`src/rtl/udp_payload_streamer.sv`:
```
// Transmit stage: latches one UDP header, then streams N RAM words as 2N big-endian
// payload bytes on an 8-bit AXI-stream, with tlast on the final byte.
module udp_payload_streamer #(
  parameter int ADDR_WIDTH = 10,
  parameter int LEN_WIDTH  = 11
) (
  input  logic                  clk,
  input  logic                  rst,
  input  logic                  start,
  input  logic [LEN_WIDTH-1:0]  out_len,
  input  logic [15:0]           udp_dest_port,
  input  logic [15:0]           udp_source_port,
  input  logic [31:0]           ip_dest_ip,
  output logic                  busy,
  output logic                  done,
  output logic                  err,
  output logic                  ram_rd,
  output logic [ADDR_WIDTH-1:0] ram_addr,
  input  logic [15:0]           ram_q,
  output logic                  m_udp_hdr_valid,
  input  logic                  m_udp_hdr_ready,
  output logic [31:0]           m_udp_ip_dest_ip,
  output logic [15:0]           m_udp_source_port,
  output logic [15:0]           m_udp_dest_port,
  output logic [15:0]           m_udp_length,
  output logic [7:0]            m_udp_payload_axis_tdata,
  output logic                  m_udp_payload_axis_tvalid,
  input  logic                  m_udp_payload_axis_tready,
  output logic                  m_udp_payload_axis_tlast,
  output logic                  m_udp_payload_axis_tuser
);
  // Handshakes: a transfer happens on a rising clk edge where valid && ready; once
  // valid is high the source holds its data until that edge, and valid never looks at ready.
  typedef enum logic [1:0] {IDLE, HDR, STREAM, DONE} state_t;
  localparam logic [LEN_WIDTH-1:0] MAX_LEN = LEN_WIDTH'(2 ** ADDR_WIDTH);

  state_t                state;
  logic [LEN_WIDTH-1:0]  len, rd_cnt, out_cnt;
  logic [ADDR_WIDTH-1:0] addr;
  logic                  pend, phase, cur_valid, nxt_valid;
  logic [15:0]           cur_word, nxt_word;
  logic                  busy_q, done_q, err_q, hdr_valid_q;
  logic [31:0]           ip_q;
  logic [15:0]           sport_q, dport_q, length_q;

  logic        len_ok, active, rd_en, rd_last, head_valid, tvalid_i, fire, pop;
  logic        last_word, tlast_i;
  logic [1:0]  owned;
  logic [15:0] head_word;
  logic [7:0]  head_byte;
  logic        cur_valid_n, nxt_valid_n;
  logic [15:0] cur_word_n, nxt_word_n;

  assign len_ok     = (out_len != '0) && (out_len <= MAX_LEN);
  assign active     = (state == HDR) || (state == STREAM);
  // Words owned = output word + prefetch word + read in flight; never exceed the two slots.
  assign owned      = 2'(cur_valid) + 2'(nxt_valid) + 2'(pend);
  assign rd_en      = active && (rd_cnt != len) && (owned < 2'd2);
  assign rd_last    = (rd_cnt == len - LEN_WIDTH'(1));
  assign head_valid = cur_valid || pend;
  assign head_word  = cur_valid ? cur_word : ram_q;
  assign head_byte  = phase ? head_word[7:0] : head_word[15:8];
  assign tvalid_i   = (state == STREAM) && head_valid;
  assign fire       = tvalid_i && m_udp_payload_axis_tready;
  assign pop        = fire && phase;
  assign last_word  = (out_cnt == len - LEN_WIDTH'(1));
  assign tlast_i    = tvalid_i && phase && last_word;

  // Word order is cur, nxt, then the word arriving from RAM; a popped head shifts them up.
  always_comb begin
    cur_valid_n = cur_valid;
    cur_word_n  = cur_word;
    nxt_valid_n = nxt_valid;
    nxt_word_n  = nxt_word;
    if (!cur_valid) begin
      cur_valid_n = pend;
      cur_word_n  = ram_q;
      nxt_valid_n = 1'b0;
    end else if (pop) begin
      if (nxt_valid) begin
        cur_word_n  = nxt_word;
        nxt_valid_n = pend;
        nxt_word_n  = ram_q;
      end else begin
        cur_valid_n = pend;
        cur_word_n  = ram_q;
      end
    end else if (!nxt_valid) begin
      nxt_valid_n = pend;
      nxt_word_n  = ram_q;
    end
  end

  always_ff @(posedge clk or posedge rst) begin
    if (rst) begin
      state       <= IDLE;
      len         <= '0;
      rd_cnt      <= '0;
      out_cnt     <= '0;
      addr        <= '0;
      pend        <= 1'b0;
      phase       <= 1'b0;
      cur_valid   <= 1'b0;
      nxt_valid   <= 1'b0;
      cur_word    <= '0;
      nxt_word    <= '0;
      busy_q      <= 1'b0;
      done_q      <= 1'b0;
      err_q       <= 1'b0;
      hdr_valid_q <= 1'b0;
      ip_q        <= '0;
      sport_q     <= '0;
      dport_q     <= '0;
      length_q    <= '0;
    end else begin
      err_q     <= 1'b0;
      done_q    <= 1'b0;
      pend      <= rd_en;
      cur_valid <= cur_valid_n;
      cur_word  <= cur_word_n;
      nxt_valid <= nxt_valid_n;
      nxt_word  <= nxt_word_n;
      if (fire) phase <= ~phase;
      if (pop) out_cnt <= out_cnt + LEN_WIDTH'(1);
      if (rd_en) begin
        rd_cnt <= rd_cnt + LEN_WIDTH'(1);
        if (!rd_last) addr <= addr + ADDR_WIDTH'(1);
      end
      case (state)
        IDLE: begin
          if (start && len_ok) begin
            state       <= HDR;
            len         <= out_len;
            ip_q        <= ip_dest_ip;
            sport_q     <= udp_source_port;
            dport_q     <= udp_dest_port;
            length_q    <= 16'd8 + (16'(out_len) << 1);
            busy_q      <= 1'b1;
            hdr_valid_q <= 1'b1;
            rd_cnt      <= '0;
            out_cnt     <= '0;
            addr        <= '0;
            pend        <= 1'b0;
            phase       <= 1'b0;
            cur_valid   <= 1'b0;
            nxt_valid   <= 1'b0;
          end else if (start) begin
            err_q <= 1'b1;
          end
        end
        HDR: begin
          if (m_udp_hdr_ready) begin
            hdr_valid_q <= 1'b0;
            state       <= STREAM;
          end
        end
        STREAM: begin
          if (fire && tlast_i) begin
            state  <= DONE;
            busy_q <= 1'b0;
            done_q <= 1'b1;
          end
        end
        DONE:    state <= IDLE;
        default: state <= IDLE;
      endcase
    end
  end

  assign busy                      = busy_q;
  assign done                      = done_q;
  assign err                       = err_q;
  assign ram_rd                    = rd_en;
  assign ram_addr                  = addr;
  assign m_udp_hdr_valid           = hdr_valid_q;
  assign m_udp_ip_dest_ip          = ip_q;
  assign m_udp_source_port         = sport_q;
  assign m_udp_dest_port           = dport_q;
  assign m_udp_length              = length_q;
  assign m_udp_payload_axis_tvalid = tvalid_i;
  assign m_udp_payload_axis_tdata  = tvalid_i ? head_byte : 8'h00;
  assign m_udp_payload_axis_tlast  = tlast_i;
  assign m_udp_payload_axis_tuser  = 1'b0;
endmodule

```
`config.mk`:
```
export PLATFORM = sky130hd
export DESIGN_NAME = udp_payload_streamer
export DESIGN_NICKNAME = d
export VERILOG_FILES = /design/src/rtl/udp_payload_streamer.sv
export SDC_FILE = /design/constraint.sdc
export NUM_CORES = 1
export LEC_CHECK = 0
export CAP_MARGIN = 10
export CORE_MARGIN = 5
export CORE_UTILIZATION = 49
export CTS_CLUSTER_DIAMETER = 30
export DETAILED_ROUTE_END_ITERATION = 12
export GPL_TIMING_DRIVEN = 0
export PLACE_DENSITY_LB_ADDON = 0.3
export SYNTH_ARGS = -nofsm -noshare
export SYNTH_HDL_FRONTEND = slang
export SYNTH_SLANG_ARGS = --single-unit
export TNS_END_PERCENT = 50
```
`constraint.sdc`:
```
create_clock -name clk -period 6.24 [get_ports clk]
set_input_delay 1.248 -clock clk [delete_from_list [all_inputs] [get_ports clk]]
set_output_delay 1.248 -clock clk [all_outputs]
set_load 0.02 [all_outputs]
```
* After elaboration in Yosys (flattened, before gate mapping)
Index checks and enable logic that the tools add are counted.
Operators by class: add/subtract/negate cells 7, $lt $le $gt $ge 2, eq/ne operators 11, muxes and demuxes 47, bitwise logic cells 1, reduce and logical (&&, ||, !) cells 21
Operator list (count):
- $mux W16 | 6
- $mux W11 | 6
- $mux W10 | 4
- $mux W1 | 23
- $add A11 B1 Y11 const B | 2
- $eq A11 B11 Y1 | 2
- $mux W8 | 2
- $add A4 B12 Y13 const A | 1
- $le A11 B11 Y1 const B | 1
- $ne A11 B11 Y1 | 1
- $reduce_bool A11 Y1 | 1
- $sub A11 B1 Y11 const B | 1
- $add A10 B1 Y10 const B | 1
- $logic_and A1 B1 Y1 | 10
- $reduce_and A3 Y1 | 3
- $pmux W2 S4 | 1
- $mux W2 | 3
- $ne A2 B2 Y1 const B | 3
- $eq A2 B2 Y1 const B | 2
- $ne A2 B1 Y1 const B | 2
- $pmux W1 S2 | 2
- $reduce_and A2 Y1 | 2
- $reduce_bool A2 Y1 | 2
- $add A1 B1 Y2 | 1
- other kinds (6) | 7
Word-level totals: register bits 165, output and inout bits 106

* Depth between registers and ports, before layout
depth after elaboration 8, mapped depth 12, depth with buffers taken out 10

* Least setup slack after synthesis
OpenSTA, ideal clock, no wires.
kind reg-to-output, from register len[0], to output m_udp_payload_axis_tlast, data arrival time 2.404 ns, data required time 4.992 ns, slack 2.588 ns, cell stages (with the launch flop) 10, cells stage by stage dfrtp_1 -> inv_1 -> ha_1 -> buf_2 -> or3b_1 -> clkbuf_1 -> o32a_1 -> o22ai_1 -> nand4_1 -> nor3_1
On the way: word-level cells in the longest chain between the ends 3
Ends and longest elaborated chain:
- start: declaration | line 38 | logic [LEN_WIDTH-1:0] len, rd_cnt, out_cnt;
- start signal: assignment | line 133 | len <= out_len;
- $sub A11 B1 Y11 | line 66 | assign last_word = (out_cnt == len - LEN_WIDTH'(1));
- $eq A11 B11 Y1 | line 66
- $logic_and A1 B1 Y1 | line 67 | assign tlast_i = tvalid_i && phase && last_word;
- end: declaration | line 29 | output logic m_udp_payload_axis_tlast,
Every way passes these cells.

* Worst setup path in the final report
Ends and elaborated chain as after synthesis.

==> flow_summary.toml <==
[timing]
relSlewSlack_pct = 49.1
fmax_mhz = 201
grt_setup_unrepaired = "no"
setup_viol = 0
finalCritPeriodShare_pct = 79.8
min_period_ns = 4.98
hold_viol = 0
fin_skew_ns = 0.00668
layout_setup_ws_ns = 1.26
fin_tns_setup_ns = 0
final_max_slew_viol_count = 0
timing.hold.ws_ns = 0.473
tightest_slew_ns = 0.763

[synth]
synth_cells = 833
ys_top_cells_by_area = "dfrtp_1 (51%), nand2_1 (12%), xor2_1 (4.4%)"
syn-cell-area_sq_um = 7850
synth_area_per_cell_sq_um = 9.42
synth_cell_types = 58
synth_area_leader_cell = "dfrtp_1"
yosysWarnings = 0
yosysTopAreaCellShare_pct = 50.7
synth-main-ff-cell = "dfrtp_1"
synth-seq-cells = 159
synthArstFlopShare_pct = 100
synth_enable_flop_cells = 0
synth-seq-area-share_pct = 50.7

[critical_path]
cp_max_fo = 9
crit_required_ns = 4.99
cp-end-kind = "output port"
arrival_ns = 3.73
critPathLaunchType = "register"
max_stage_delay_ns = 0.67
crit_slowest_cell = "clkdlybuf4s50_1"
crit_chain = "inv_1 -> ha_1 -> buf_2 -> or3b_1 -> clkbuf_1 -> o32ai_1 -> a2111oi_0 -> o2111ai_1 -> nor3_1 -> clkdlybuf4s50_1"
worstSetupPathType = "register to output port"

[cells_and_area]
drive_gt1_share_pct = 7.79
area_delta_synth_final_pct = 37.2
final_net_count = 1162
multiInputGateArea_sq_um = 3570
diodes = 0
fillerInstances = 1247
seqCellArea_sq_um = 3980

[clock_network]
clk_pin_slew_ns = 0.06
cts_setup_buffers = 0
cts_resized = 0
root_buffer = "clkbuf_16"
cts_made_buffers = 17
postCtsHoldBufs = 0
clock_sinks = 159
tritoncts = "built"
worstSkewPairLatency_ns = 0.42
clockBufferDepth = 2
htree_levels = 4

[floorplanning]
core-area_sq_um = 15800
dieArea_sq_um = 18700
start_util_pct = 49.6
pin_count = 202
die_h_um = 137
die_width_um = 137
rows = 46

[global_routing]
grt_pass1_vias = 6594
grt_max_degree = 93
grt_pass1_wl_mm = 33.5
antenna_found_initial = 0
grt_overflow = 0
grt_usage_pct = 22.8

[place]
dp_slack_ns = 1.72
dp.final_hpwl_mm = 14.9
place_congestion = 0.869
io_buffers = 196

[pwr]
vdd_drop_max_uv = 311
powerDensity_nw_per_um2 = 525
leakagePower_nw = 4.95

[run]
maxCapViolCount = 0

[detailed_routing]
drt_wl_total_mm = 20.6
dr.pass1.iters = 5
post_drt_wl_per_cell_um = 16.0
via_count = 6535
detail-route-antenna-nets = 0
drc = 0
drtIter0Drc = 363
vias_per_cell = 5.10

[hold_path]
hold_class = "register to register"

[run_status]
status = "completed"
-- flip-flops by register name, indices dropped and copies added (netlist names), 2 cells and up --
signal	count
m_udp_ip_dest_ip	32
cur_word	16
m_udp_dest_port	16
m_udp_source_port	16
nxt_word	16
len	11
out_cnt	11
rd_cnt	11
m_udp_length	10
ram_addr	10
state	2
-- routing by layer --
layer  routed length, um  GRT usage [%]  part of all wire [%]  up-vias
met5                   0              0                     0        -
met4                 341           7.89                   1.7        0
met3                1700           8.13                   8.3       27
met2                9710           35.8                    47      198
met1                8810           29.5                    43     3125
li1                    -              -                     -     3185
-- metrics by stage --
| stage | instance area [sq um] | total power [W] | util [%] | std cells |
|---|---|---|---|---|
| floorplan | 7870 | 0.00345 | - | 837 |
| global placement | 10100 | 0.00448 | 63.8 | 1249 |
| detailed placement | 10100 | 0.00456 | 64.0 | 1250 |
| CTS | 10800 | 0.00570 | 68.0 | 1282 |
| global route | 10800 | 0.00604 | 68.0 | 1282 |
| finish | 10800 | 0.00566 | 68.0 | 1282 |
-- path summary, 6_finish.rpt --
check / cells past startpoint / startpoint / to / slack, ns
max in group asynchronous: 3 / rst / m_udp_ip_dest_ip[27] / 4.16
worst max-delay path: 10 / len[0] / m_udp_payload_axis_tlast / 1.26
min in group asynchronous: 2 / rst / m_udp_ip_dest_ip[16] / 1.26
worst min-delay path: 2 / m_udp_dest_port[3] / m_udp_dest_port[3] / 0.47
worst min register to register: 2 / m_udp_dest_port[3] / m_udp_dest_port[3] / 0.47
worst max register to register: 11 / state[0] / nxt_word[3] / 2.67
-- synthesized netlist by cell type, types with 7 or more instances --
library cell,number
nand2_1,261
dfrtp_1,159
nor2_1,49
clkbuf_1,44
xor2_1,39
o21ai_0,32
xnor2_1,24
mux2i_1,20
mux2_2,17
nand3_1,15
and2_1,14
inv_1,14
nand4_1,14
ha_1,13
a21oi_1,12
and3_1,11
nor3_1,10
mux4_2,8
buf_4,7
-- critical path, delay by kind of cell (launching register included) --
kind	cells	cell delay, ns
adder cells (fa/ha/maj)	1	0.20
flip-flops	1	0.56
AND/OR/NAND/NOR	2	0.49
AO/OA/AOI/OAI	3	0.79
buffers and inverters	4	1.26
-- cells in the final DEF, fill, tap and decap left out, types with 3 or more instances in the layout --
cell               n
mux4_2             8
clkbuf_1          45
clkbuf_16         17
nand3_1           15
ha_1              13
nor4_1             6
and2_1            14
or4_1              6
and3_1            11
nand4_1           14
clkdlybuf4s50_1  196
mux2i_1           20
conb_1             5
nor2b_1            3
mux2_2            17
bufinv_16          4
a31o_2             3
dfrtp_1          159
buf_4              7
or3_1              6
nor2_1            49
xor2_1            39
xnor2_1           24
inv_1             13
nand2_1          261
buf_2              6
a21oi_1           12
a211oi_1           4
nor3_1            10
o21ai_0           32
-- area by class of cell --
| cell class | count | area share [%] |
|---|---|---|
| tap | 216 | 2.51 |
| inverter | 15 | 0.593 |
| clock buffer | 20 | 4.24 |
| multi-input combinational | 605 | 33.2 |
| buffer | 58 | 2.41 |
| clock inverter | 12 | 1.67 |
| sequential | 159 | 36.9 |
| timing repair buffer | 197 | 18.5 |
-- cells by family (layout without fill, tap and decap cells) --
logic type | count (synthesis) | after routing | share of synthesized area [%]
other | 1 | 5 | 0.0478
adder cells (fa/ha/maj) | 13 | 13 | 2.07
flip-flops | 159 | 159 | 50.7
AO/OA/AOI/OAI | 74 | 74 | 6.46
multiplexers | 45 | 45 | 7.28
XOR/XNOR | 63 | 63 | 7.03
AND/OR/NAND/NOR | 405 | 405 | 22.4
buffers and inverters | 73 | 302 | 4.02
-- where the power goes --
group          total [W]  internal (W)  leakage, nW  switching [W]
Sequential       0.00176       0.00148         2.00       0.000275
Combinational    0.00278       0.00124         2.65        0.00154
Clock            0.00111      0.000693        0.307       0.000419
Power figures use the tool's default switching activity.
